$ cat src/rtl/lif_mon_pkg.sv
// Shared types and constants for the LIF spike-rate monitor.
// Optional peak tracking in the top is enabled by LIF_MON_PEAK_EN.
package lif_mon_pkg;

   localparam int LIF_CNT_W = 8;

   localparam logic [LIF_CNT_W-1:0] LIF_SAT_MAX = '1;

   typedef struct packed {
      logic [LIF_CNT_W-1:0] count;
      logic [LIF_CNT_W-1:0] isi;
      logic [LIF_CNT_W-1:0] peak;
   } lif_snap_t;

   function automatic logic [LIF_CNT_W-1:0] lif_sat_add1(
      input logic [LIF_CNT_W-1:0] v,
      input logic                 inc
   );
      return (inc && v != LIF_SAT_MAX) ? v + 1'b1 : v;
   endfunction

endpackage

$ cat src/rtl/lif_sat_counter.sv
// Saturating up-counter with clear and load; clear wins over load,
// load wins over increment.
module lif_sat_counter
   import lif_mon_pkg::*;
#(
   parameter int W = LIF_CNT_W
) (
   input  logic         clk,
   input  logic         rst_n,
   input  logic         clr_i,
   input  logic         load_i,
   input  logic [W-1:0] load_val_i,
   input  logic         inc_i,
   output logic [W-1:0] cnt_o
);

   localparam logic [W-1:0] MAX = '1;

   logic [W-1:0] cnt_q, cnt_d;

   always_comb begin
      cnt_d = cnt_q;
      if (clr_i) begin
         cnt_d = '0;
      end else if (load_i) begin
         cnt_d = load_val_i;
      end else if (inc_i && cnt_q != MAX) begin
         cnt_d = cnt_q + 1'b1;
      end
   end

   always_ff @(posedge clk) begin
      if (!rst_n) begin
         cnt_q <= '0;
      end else begin
         cnt_q <= cnt_d;
      end
   end

   assign cnt_o = cnt_q;

endmodule

$ cat src/rtl/lif_spike_monitor.sv
// Windowed spike-rate / ISI readout with a valid/ready snapshot.
// Define LIF_MON_PEAK_EN to track the peak membrane value per window.
module lif_spike_monitor
   import lif_mon_pkg::*;
#(
   parameter int WINDOW = 256,
   parameter int CNT_W  = LIF_CNT_W
) (
   input  logic             clk,
   input  logic             rst_n,
   input  logic             ena,
   input  logic             spike,
   input  logic [7:0]       state,
   output logic             win_valid,
   input  logic             win_ready,
   output logic [CNT_W-1:0] win_count,
   output logic [CNT_W-1:0] win_isi,
   output logic [CNT_W-1:0] win_peak,
   output logic             overrun
);

   localparam int WCNT_W = (WINDOW > 1) ? $clog2(WINDOW) : 1;
   localparam logic [WCNT_W-1:0] WLAST = WCNT_W'(WINDOW - 1);
   localparam logic [CNT_W-1:0] SAT = '1;

   logic              spike_q;
   logic [WCNT_W-1:0] wcnt_q, wcnt_d;
   logic              seen_q;
   logic [CNT_W-1:0]  isi_last_q, isi_last_d;
   logic              win_valid_q, win_valid_d;
   logic [CNT_W-1:0]  win_count_q, win_isi_q, win_peak_q;
   logic              overrun_q;

   logic              spk_edge;
   logic              close_w;
   logic              load_w;
   logic [CNT_W-1:0]  acc_w;
   logic [CNT_W-1:0]  isi_cnt_w;
   logic [CNT_W-1:0]  count_w;
   logic [CNT_W-1:0]  peak_fit;

   assign spk_edge = spike & ~spike_q & ena;
   assign close_w  = ena && (wcnt_q == WLAST);
   assign load_w   = close_w && (!win_valid_q || win_ready);

   lif_sat_counter #(.W(CNT_W)) u_acc (
      .clk        (clk),
      .rst_n      (rst_n),
      .clr_i      (close_w),
      .load_i     (1'b0),
      .load_val_i ('0),
      .inc_i      (spk_edge),
      .cnt_o      (acc_w)
   );

   lif_sat_counter #(.W(CNT_W)) u_isi (
      .clk        (clk),
      .rst_n      (rst_n),
      .clr_i      (1'b0),
      .load_i     (spk_edge),
      .load_val_i (CNT_W'(1)),
      .inc_i      (ena),
      .cnt_o      (isi_cnt_w)
   );

   // The closing window owns an edge that lands on its last cycle.
   assign count_w = (spk_edge && acc_w != SAT) ? acc_w + 1'b1 : acc_w;

   // The first edge only starts the interval; it has no ISI to report.
   assign isi_last_d = (spk_edge && seen_q) ? isi_cnt_w : isi_last_q;

   always_comb begin
      wcnt_d = wcnt_q;
      if (ena) begin
         wcnt_d = close_w ? '0 : wcnt_q + 1'b1;
      end
   end

   always_comb begin
      win_valid_d = win_valid_q;
      if (load_w) begin
         win_valid_d = 1'b1;
      end else if (win_valid_q && win_ready) begin
         win_valid_d = 1'b0;
      end
   end

`ifdef LIF_MON_PEAK_EN
   logic [7:0]  peak_q;
   logic [7:0]  peak_cur;
   logic [31:0] pk32;
   logic [31:0] max32;

   assign peak_cur = (ena && state > peak_q) ? state : peak_q;
   assign pk32     = 32'(peak_cur);
   assign max32    = 32'(SAT);
   assign peak_fit = CNT_W'((pk32 > max32) ? max32 : pk32);

   always_ff @(posedge clk) begin
      if (!rst_n) begin
         peak_q <= '0;
      end else begin
         peak_q <= close_w ? 8'd0 : peak_cur;
      end
   end
`else
   logic unused_state;
   assign unused_state = ^state;
   assign peak_fit     = '0;
`endif

   always_ff @(posedge clk) begin
      if (!rst_n) begin
         spike_q     <= 1'b0;
         wcnt_q      <= '0;
         seen_q      <= 1'b0;
         isi_last_q  <= '0;
         win_valid_q <= 1'b0;
         win_count_q <= '0;
         win_isi_q   <= '0;
         win_peak_q  <= '0;
         overrun_q   <= 1'b0;
      end else begin
         spike_q     <= spike;
         wcnt_q      <= wcnt_d;
         seen_q      <= seen_q | spk_edge;
         isi_last_q  <= isi_last_d;
         win_valid_q <= win_valid_d;
         if (load_w) begin
            win_count_q <= count_w;
            win_isi_q   <= isi_last_d;
            win_peak_q  <= peak_fit;
         end
         if (close_w && !load_w) begin
            overrun_q <= 1'b1;
         end
      end
   end

   assign win_valid = win_valid_q;
   assign win_count = win_count_q;
   assign win_isi   = win_isi_q;
   assign win_peak  = win_peak_q;
   assign overrun   = overrun_q;

endmodule

$ cat config.mk
export PLATFORM = sky130hd
export DESIGN_NAME = lif_spike_monitor
export DESIGN_NICKNAME = d
export VERILOG_FILES = /design/src/rtl/lif_mon_pkg.sv /design/src/rtl/lif_sat_counter.sv /design/src/rtl/lif_spike_monitor.sv
export SDC_FILE = /design/constraint.sdc
export NUM_CORES = 1
export LEC_CHECK = 0
export CORE_ASPECT_RATIO = 1.2
export CORE_MARGIN = 3
export CORE_UTILIZATION = 50
export DETAILED_ROUTE_END_ITERATION = 7
export PLACE_DENSITY = 0.79
export SLEW_MARGIN = 20
export SYNTH_ARGS = -nofsm -noshare
export SYNTH_HDL_FRONTEND = slang
export SYNTH_SLANG_ARGS = --single-unit
$ cat constraint.sdc
create_clock -name clk -period 2.9 [get_ports clk]
set_input_delay 0.58 -clock clk [delete_from_list [all_inputs] [get_ports clk]]
set_output_delay 0.58 -clock clk [all_outputs]
set_load 0.005 [all_outputs]
* Word-level counts from Yosys, hierarchy flattened
Cells that the tools add are included.
Widths: inputs -> output; s select.
** Cells by class
- Add/subtract/negate cells :: 3
- Eq/ne operators :: 3
- Mux-type cells :: 7
- Bitwise gates (word level) :: 5
- Reductions and logical operators :: 14
** Operators with widths (count)
- $add 8x1->8 const B :: 3
- $mux 8 :: 3
- $ne 8x8->1 const B :: 2
- $eq 8x8->1 const B :: 1
- $logic_and 1x1->1 :: 7
- $mux 1 :: 4
- $reduce_bool 2->1 :: 2
- $reduce_or 2->1 :: 2
- $and 1x1->1 :: 2
- $logic_not 1->1 :: 2
- $not 1->1 :: 2
- $logic_or 1x1->1 :: 1
- $or 1x1->1 :: 1
** Word-level totals
- Register bits after elaboration :: 52
- Input bits :: 13

* Logic depth before layout (Yosys ltp)
- Depth in word-level cells :: 5
- Depth in mapped cells :: 6
- Gate-level depth less buffers :: 5

* By module
Synthesis repeated with hierarchy kept, for this count alone.
** Unflattened totals
- Cell total of the unflattened synthesis :: 298
- Area, all modules :: 2667.6 um^2
** Modules (own cells, without submodules)
- lif_spike_monitor :: instances 1, cells an instance 170, area each 1614.0 um^2, seq. area each 720.7 um^2
- lif_sat_counter :: instances 2, cells an instance 64, area each 526.8 um^2, seq. area each 160.2 um^2

* Least setup slack after synthesis
Ideal clock, no wire load.
- Kind :: input-to-reg
- Start :: input port ena
- End :: register u_isi.cnt_q[0] (netlist: u_isi.cnt_o[0])
- Library setup time :: 0.120 ns
- Arrival time :: 1.552 ns
- Data required time :: 2.780 ns
- Path slack :: 1.227 ns
- Stages :: 5
- Path buffers :: 1
- Cell sequence :: and3b_1 -> clkbuf_1 -> or4_1 -> a21oi_1 -> nor3_1
** On the way
- Word-level cells in the longest chain between the ends :: 2
- Elaborated cells on any way between the ends :: 4
- Those cells by class :: mux (1); bitwise (1); reduce/logical (2)
** RTL lines
- start, declared :: RTL line lif_spike_monitor.sv:11 : input logic ena,
- $and 1x1->1 / $logic_and 1x1->1 (equally long branches) :: RTL line lif_spike_monitor.sv:42, lif_sat_counter.sv:27
- $mux 1 / $reduce_bool 2->1 (equally long branches)
- end signal, assigned :: RTL line lif_sat_counter.sv:36 : cnt_q <= cnt_d;
- end, declared :: RTL line lif_sat_counter.sv:19 : logic [W-1:0] cnt_q, cnt_d;
Several ways; a longest one is shown, not always the timed one.
A chain may end at the register's enable or synchronous reset.

* Worst setup path after layout
- Start :: input port ena
- End :: register win_isi_q[4] (netlist: win_isi[4])
** On the way
- Word-level cells in the longest chain between the ends :: 3
- Elaborated cells on any way between the ends :: 5
- Those cells by class :: mux (1); bitwise (1); reduce/logical (3)
** RTL lines
- $and 1x1->1 :: RTL line lif_spike_monitor.sv:42 : assign spk_edge = spike & ~spike_q & ena;
- $logic_and 1x1->1 :: RTL line lif_spike_monitor.sv:70 : assign isi_last_d = (spk_edge && seen_q) ? isi_cnt_w : isi_last_q;
- $mux 8 :: RTL line lif_spike_monitor.sv:70
- end signal, assigned :: RTL line lif_spike_monitor.sv:131 : win_isi_q <= isi_last_d;
- end, declared :: RTL line lif_spike_monitor.sv:31 : logic [CNT_W-1:0] win_count_q, win_isi_q, win_peak_q;
Several ways; a longest one is shown, not always the timed one.

==> results.txt <==
The flow ran to the end, and the final reports show no timing, DRC or antenna violations. Counting flops with a built-in enable in the synthesized netlist gives 0. The sequential area share after synthesis is 48.85%. Wires add up to 3.914 mm. Summed over all layers, the global routing overflow is 0. Summed over all nets, the half-perimeter wirelength after detailed placement is approximately 2.8 mm. Across all layers, the routed design uses 1659 vias. The worst vdd rail ir drop is 266.3 uV. For the worst setup path, the data required time is 3.12 ns. Internal power comes to around 1.0 mW. The startpoint identified for the worst register-to-register timing path is wcnt_q[0]$_SDFFE_PN0P_. The later-pin clock latency in the skew report came out at 0.31 ns. The hold buffer count at cts is 0. The average vias per placed instance came out at 5.317. The worst setup path is launched from an input pin. The number of gates resized after cts is 0. The critical path is of the input pin to flip-flop type. Net switching is 21.70% of the power. The final period demand of the worst path came out at between 2 and 2.5 ns. The final sum of negative setup slack came out at 0 ns.

The aggregate global-route resource usage came out at 17.83%. In this run the most critical hold path is launched from win_count[4]$_SDFFE_PN0P_. The number of antenna violations at the first check in global routing is 0.

The number of failing setup endpoints in the final timing report came out at 0. The final net count came out at 273. For the worst setup path, the data arrival time is 2.38 ns. The post-route antenna net violation count came out at 0. The slack of the critical path is 0.7403 ns.

The portion of the clock cycle consumed by the worst path in the final layout is 74.47%. The logic gate share of total power is 4.1%. The clock group share of total power came out at 38.6%.

Entering global routing, the biggest net connects 25 pins. In this run, the number of DRC markers left after iteration 0 of detailed routing was 97. The filler cells instantiated in the layout total 351.

The proportion of layout cells with a drive suffix above 1 is 5.426%. Row generation in the floorplan step produced 25 rows. The average instance area after synthesis is a little over 9 sq um.

The clock input transition at the sequential cells of the worst setup and hold paths is 0.10 ns. Across the run, the number of max-cap violations was 0. The top cell type by area accounts for roughly half of the synthesized area.

The combined area of the multi-input logic cells is between 1000 and 1500 sq um. The cell count after synthesis is 235. In this run the vertical extent of the chip is 77.51 microns.

The pre-antenna-repair detailed-routing pass consisted of 4 iterations. By count the netlist is led by sky130_fd_sc_hd__dfxtp_1 (52), sky130_fd_sc_hd__nor2_1 (42), sky130_fd_sc_hd__nand2_1 (16). The cell taking the most area after synthesis is sky130_fd_sc_hd__dfxtp_1.

The final-report hold violation count came to 0. The post-placement setup slack came out at about 0.4 ns. No sink is reached through more buffers than the 2 on the longest clock path. The areal power density over the cells came out at 513.3 nW/um^2. The via count of the first global-routing pass is 1647. The die is 65.59 microns wide. The number of clock sinks seen by CTS came out at 52. TritonCTS built the clock tree.

Across the whole layout, storage elements account for 1041 sq um. In the routed design, unresolved DRC markers number 0. In the final routed layout, each cell accounts on average for 12.54 microns.

The cell depth of the worst flop-to-flop path is 6. The hold path depth is 2. The number of CTS-inserted buffers came out at 5. The die covers 5084 sq um. The relative contribution of sequential cells to total power is between 50 and 60%. The post-detailed-placement cell area came out at approximately 2400 sq um.

The slew at the pin closest to its max-slew limit is 0.7055 ns. The number of diodes is 0. The largest fanout of any net on the critical path is 17.

The worst register-to-register path has a setup slack of roughly 1.1 ns. The total of flip-flops plus latches after synthesis is 52. The initial cell density of the core came out at 52.81%. The cell area after synthesis is 2131 sq um. The number of setup buffers added after CTS came out at 0. The root buffer cell chosen for the clock tree is sky130_fd_sc_hd__clkbuf_8. The most frequent cell after synthesis is sky130_fd_sc_hd__dfxtp_1. For this run, the leading register cell type out of synthesis is sky130_fd_sc_hd__dfxtp_1. The Yosys step of the flow raised 0 warnings. The worst slew margin relative to its limit came out at a little over half. The weighted congestion at the end of routability-driven global placement came out at between 0.7 and 0.8.

The area growth from synthesis to layout is 16.44%. The worst setup skew after layout came out at just over 0.01 ns. In the post-synthesis netlist, the biggest area contributors are sky130_fd_sc_hd__dfxtp_1 (49%), sky130_fd_sc_hd__nor2_1 (7.4%), sky130_fd_sc_hd__mux2i_1 (5.6%). Setup repair after global routing left no endpoint under its margin.

The worst hold path endpoint is win_count[4]$_SDFFE_PN0P_. In this run the number of H-tree levels came out at 2. The leakage power is 0.9467 nW. The total count of max-transition violations in the final report came out at 0. The start point of the critical path is ena. The switching power came out at 0.2764 mW. The number of distinct library cells after synthesis came out at 38. During placement, the flow inserted port buffers numbering 22. The first-pass GRT wire length came out at between 7 and 8 mm. Derived from the worst setup path, the maximum achievable clock frequency is 463.0 MHz. After floorplanning, the core was sized to cover 4035 sq um. After synthesis, the share of flip-flops with an asynchronous set or reset is 0%.

The area of all placed cells without fillers came out at ~2500 sq um. 39 I/O pins were placed. The endpoint type of the worst setup path is a flip-flop. In this run the critical register-to-register path is captured at win_isi[4]$_SDFFE_PN0P_.

The worst min-delay path category is flip-flop to flip-flop.
-- metal layers --
| layer | part of all wire, % | vias up | global-route usage [%] |
|---|---|---|---|
| met1 | 45 | 762 | 20.57 |
| li1 | - | 855 | - |
| met5 | 0 | - | 0 |
| met2 | 49 | 31 | 29.89 |
| met3 | 3.0 | 11 | 4.920 |
| met4 | 2.9 | 0 | 8.714 |
-- registers in the layout (all words and copies together) (netlist names) --
name / cells
seen_q: 1
win_count: 8
wcnt_q: 8
u_acc.cnt_o: 8
overrun: 1
isi_last_q: 8
win_isi: 8
u_isi.cnt_o: 8
win_valid: 1
spike_q: 1
-- cells by family after synthesis --
logic type / Yosys count / share of synthesized area [%]
adder cells (fa/ha/maj): 3 / 1.762
AND/OR/NAND/NOR: 93 / 21.26
buffers and inverters: 20 / 5.108
other: 1 / 0.1760
XOR/XNOR: 10 / 4.111
AO/OA/AOI/OAI: 44 / 13.09
flip-flops: 52 / 48.86
multiplexers: 12 / 5.637
-- power groups by stage --
stage / Sequential [mW] / Combinational [mW] / Clock, mW
finish: 0.729 / 0.0525 / 0.492
global route: 0.731 / 0.0605 / 0.530
CTS: 0.730 / 0.0527 / 0.503
detailed placement: 0.746 / 0.0524 / 0
global placement: 0.746 / 0.0507 / 0
floorplan: 0.745 / 0.0450 / 0
-- stage by stage --
step	total power [mW]	instances	hold WS (ns)	util [%]
2_1_floorplan	0.7895	242	0.4589	-
3_3_place_gp	0.7966	304	0.4569	58.73
3_5_place_dp	0.7986	304	0.4583	58.73
4_1_cts	1.285	312	0.4804	61.49
5_1_grt	1.322	312	0.4981	61.49
6_report	1.274	312	0.4759	61.49
-- cell type report --
type                            instances  area share (%)
Clock buffer                            5           2.774
Clock inverter                          3           1.715
Inverter                                3          0.4539
Multi-Input combinational cell        170           40.60
Sequential cell                        52           41.96
Tap cell                               54           2.723
Timing Repair Buffer                   25           9.783
-- worst max-delay path by stage --
| stage | slack [ns] | depth (start not counted) | endpoint |
|---|---|---|---|
| final | 0.74 | 6 | win_isi[4]$_SDFFE_PN0P_ |
| after global routing | 0.57 | 6 | win_isi[4]$_SDFFE_PN0P_ |
| after CTS | 0.73 | 6 | win_isi[4]$_SDFFE_PN0P_ |
| after detailed placement | 0.40 | 6 | win_isi[4]$_SDFFE_PN0P_ |
| after global placement | 0.48 | 6 | win_isi[5]$_SDFFE_PN0P_ |
| after floorplan | 1.23 | 5 | u_isi.cnt_o[0]$_SDFFE_PN0P_ |
-- layout by cell type (no fill, tap or decap), types with 2 or more instances in the layout --
cell type                         count
sky130_fd_sc_hd__a211oi_1             9
sky130_fd_sc_hd__a21oi_1             11
sky130_fd_sc_hd__a31oi_1              2
sky130_fd_sc_hd__and4_1               4
sky130_fd_sc_hd__buf_4                3
sky130_fd_sc_hd__clkbuf_8             5
sky130_fd_sc_hd__clkdlybuf4s50_1     22
sky130_fd_sc_hd__conb_1               8
sky130_fd_sc_hd__dfxtp_1             52
sky130_fd_sc_hd__ha_1                 3
sky130_fd_sc_hd__inv_1                3
sky130_fd_sc_hd__mux2i_1             12
sky130_fd_sc_hd__nand2_1             16
sky130_fd_sc_hd__nand2b_1             2
sky130_fd_sc_hd__nand3_1              7
sky130_fd_sc_hd__nand4_1              4
sky130_fd_sc_hd__nor2_1              42
sky130_fd_sc_hd__nor3_1               6
sky130_fd_sc_hd__o21ai_0              9
sky130_fd_sc_hd__o22ai_1              3
sky130_fd_sc_hd__o31ai_1              5
sky130_fd_sc_hd__or3_1                3
sky130_fd_sc_hd__or4_1                2
sky130_fd_sc_hd__xnor2_1              3
sky130_fd_sc_hd__xor2_1               7
-- critical path, stage by stage --
cell	delay [ns]
sky130_fd_sc_hd__clkdlybuf4s50_1	0.61
sky130_fd_sc_hd__and3_1	0.28
sky130_fd_sc_hd__and4_1	0.36
sky130_fd_sc_hd__buf_4	0.26
sky130_fd_sc_hd__nor2_1	0.06
sky130_fd_sc_hd__a211oi_1	0.23
No activity file was read; power rests on OpenSTA's default activity.
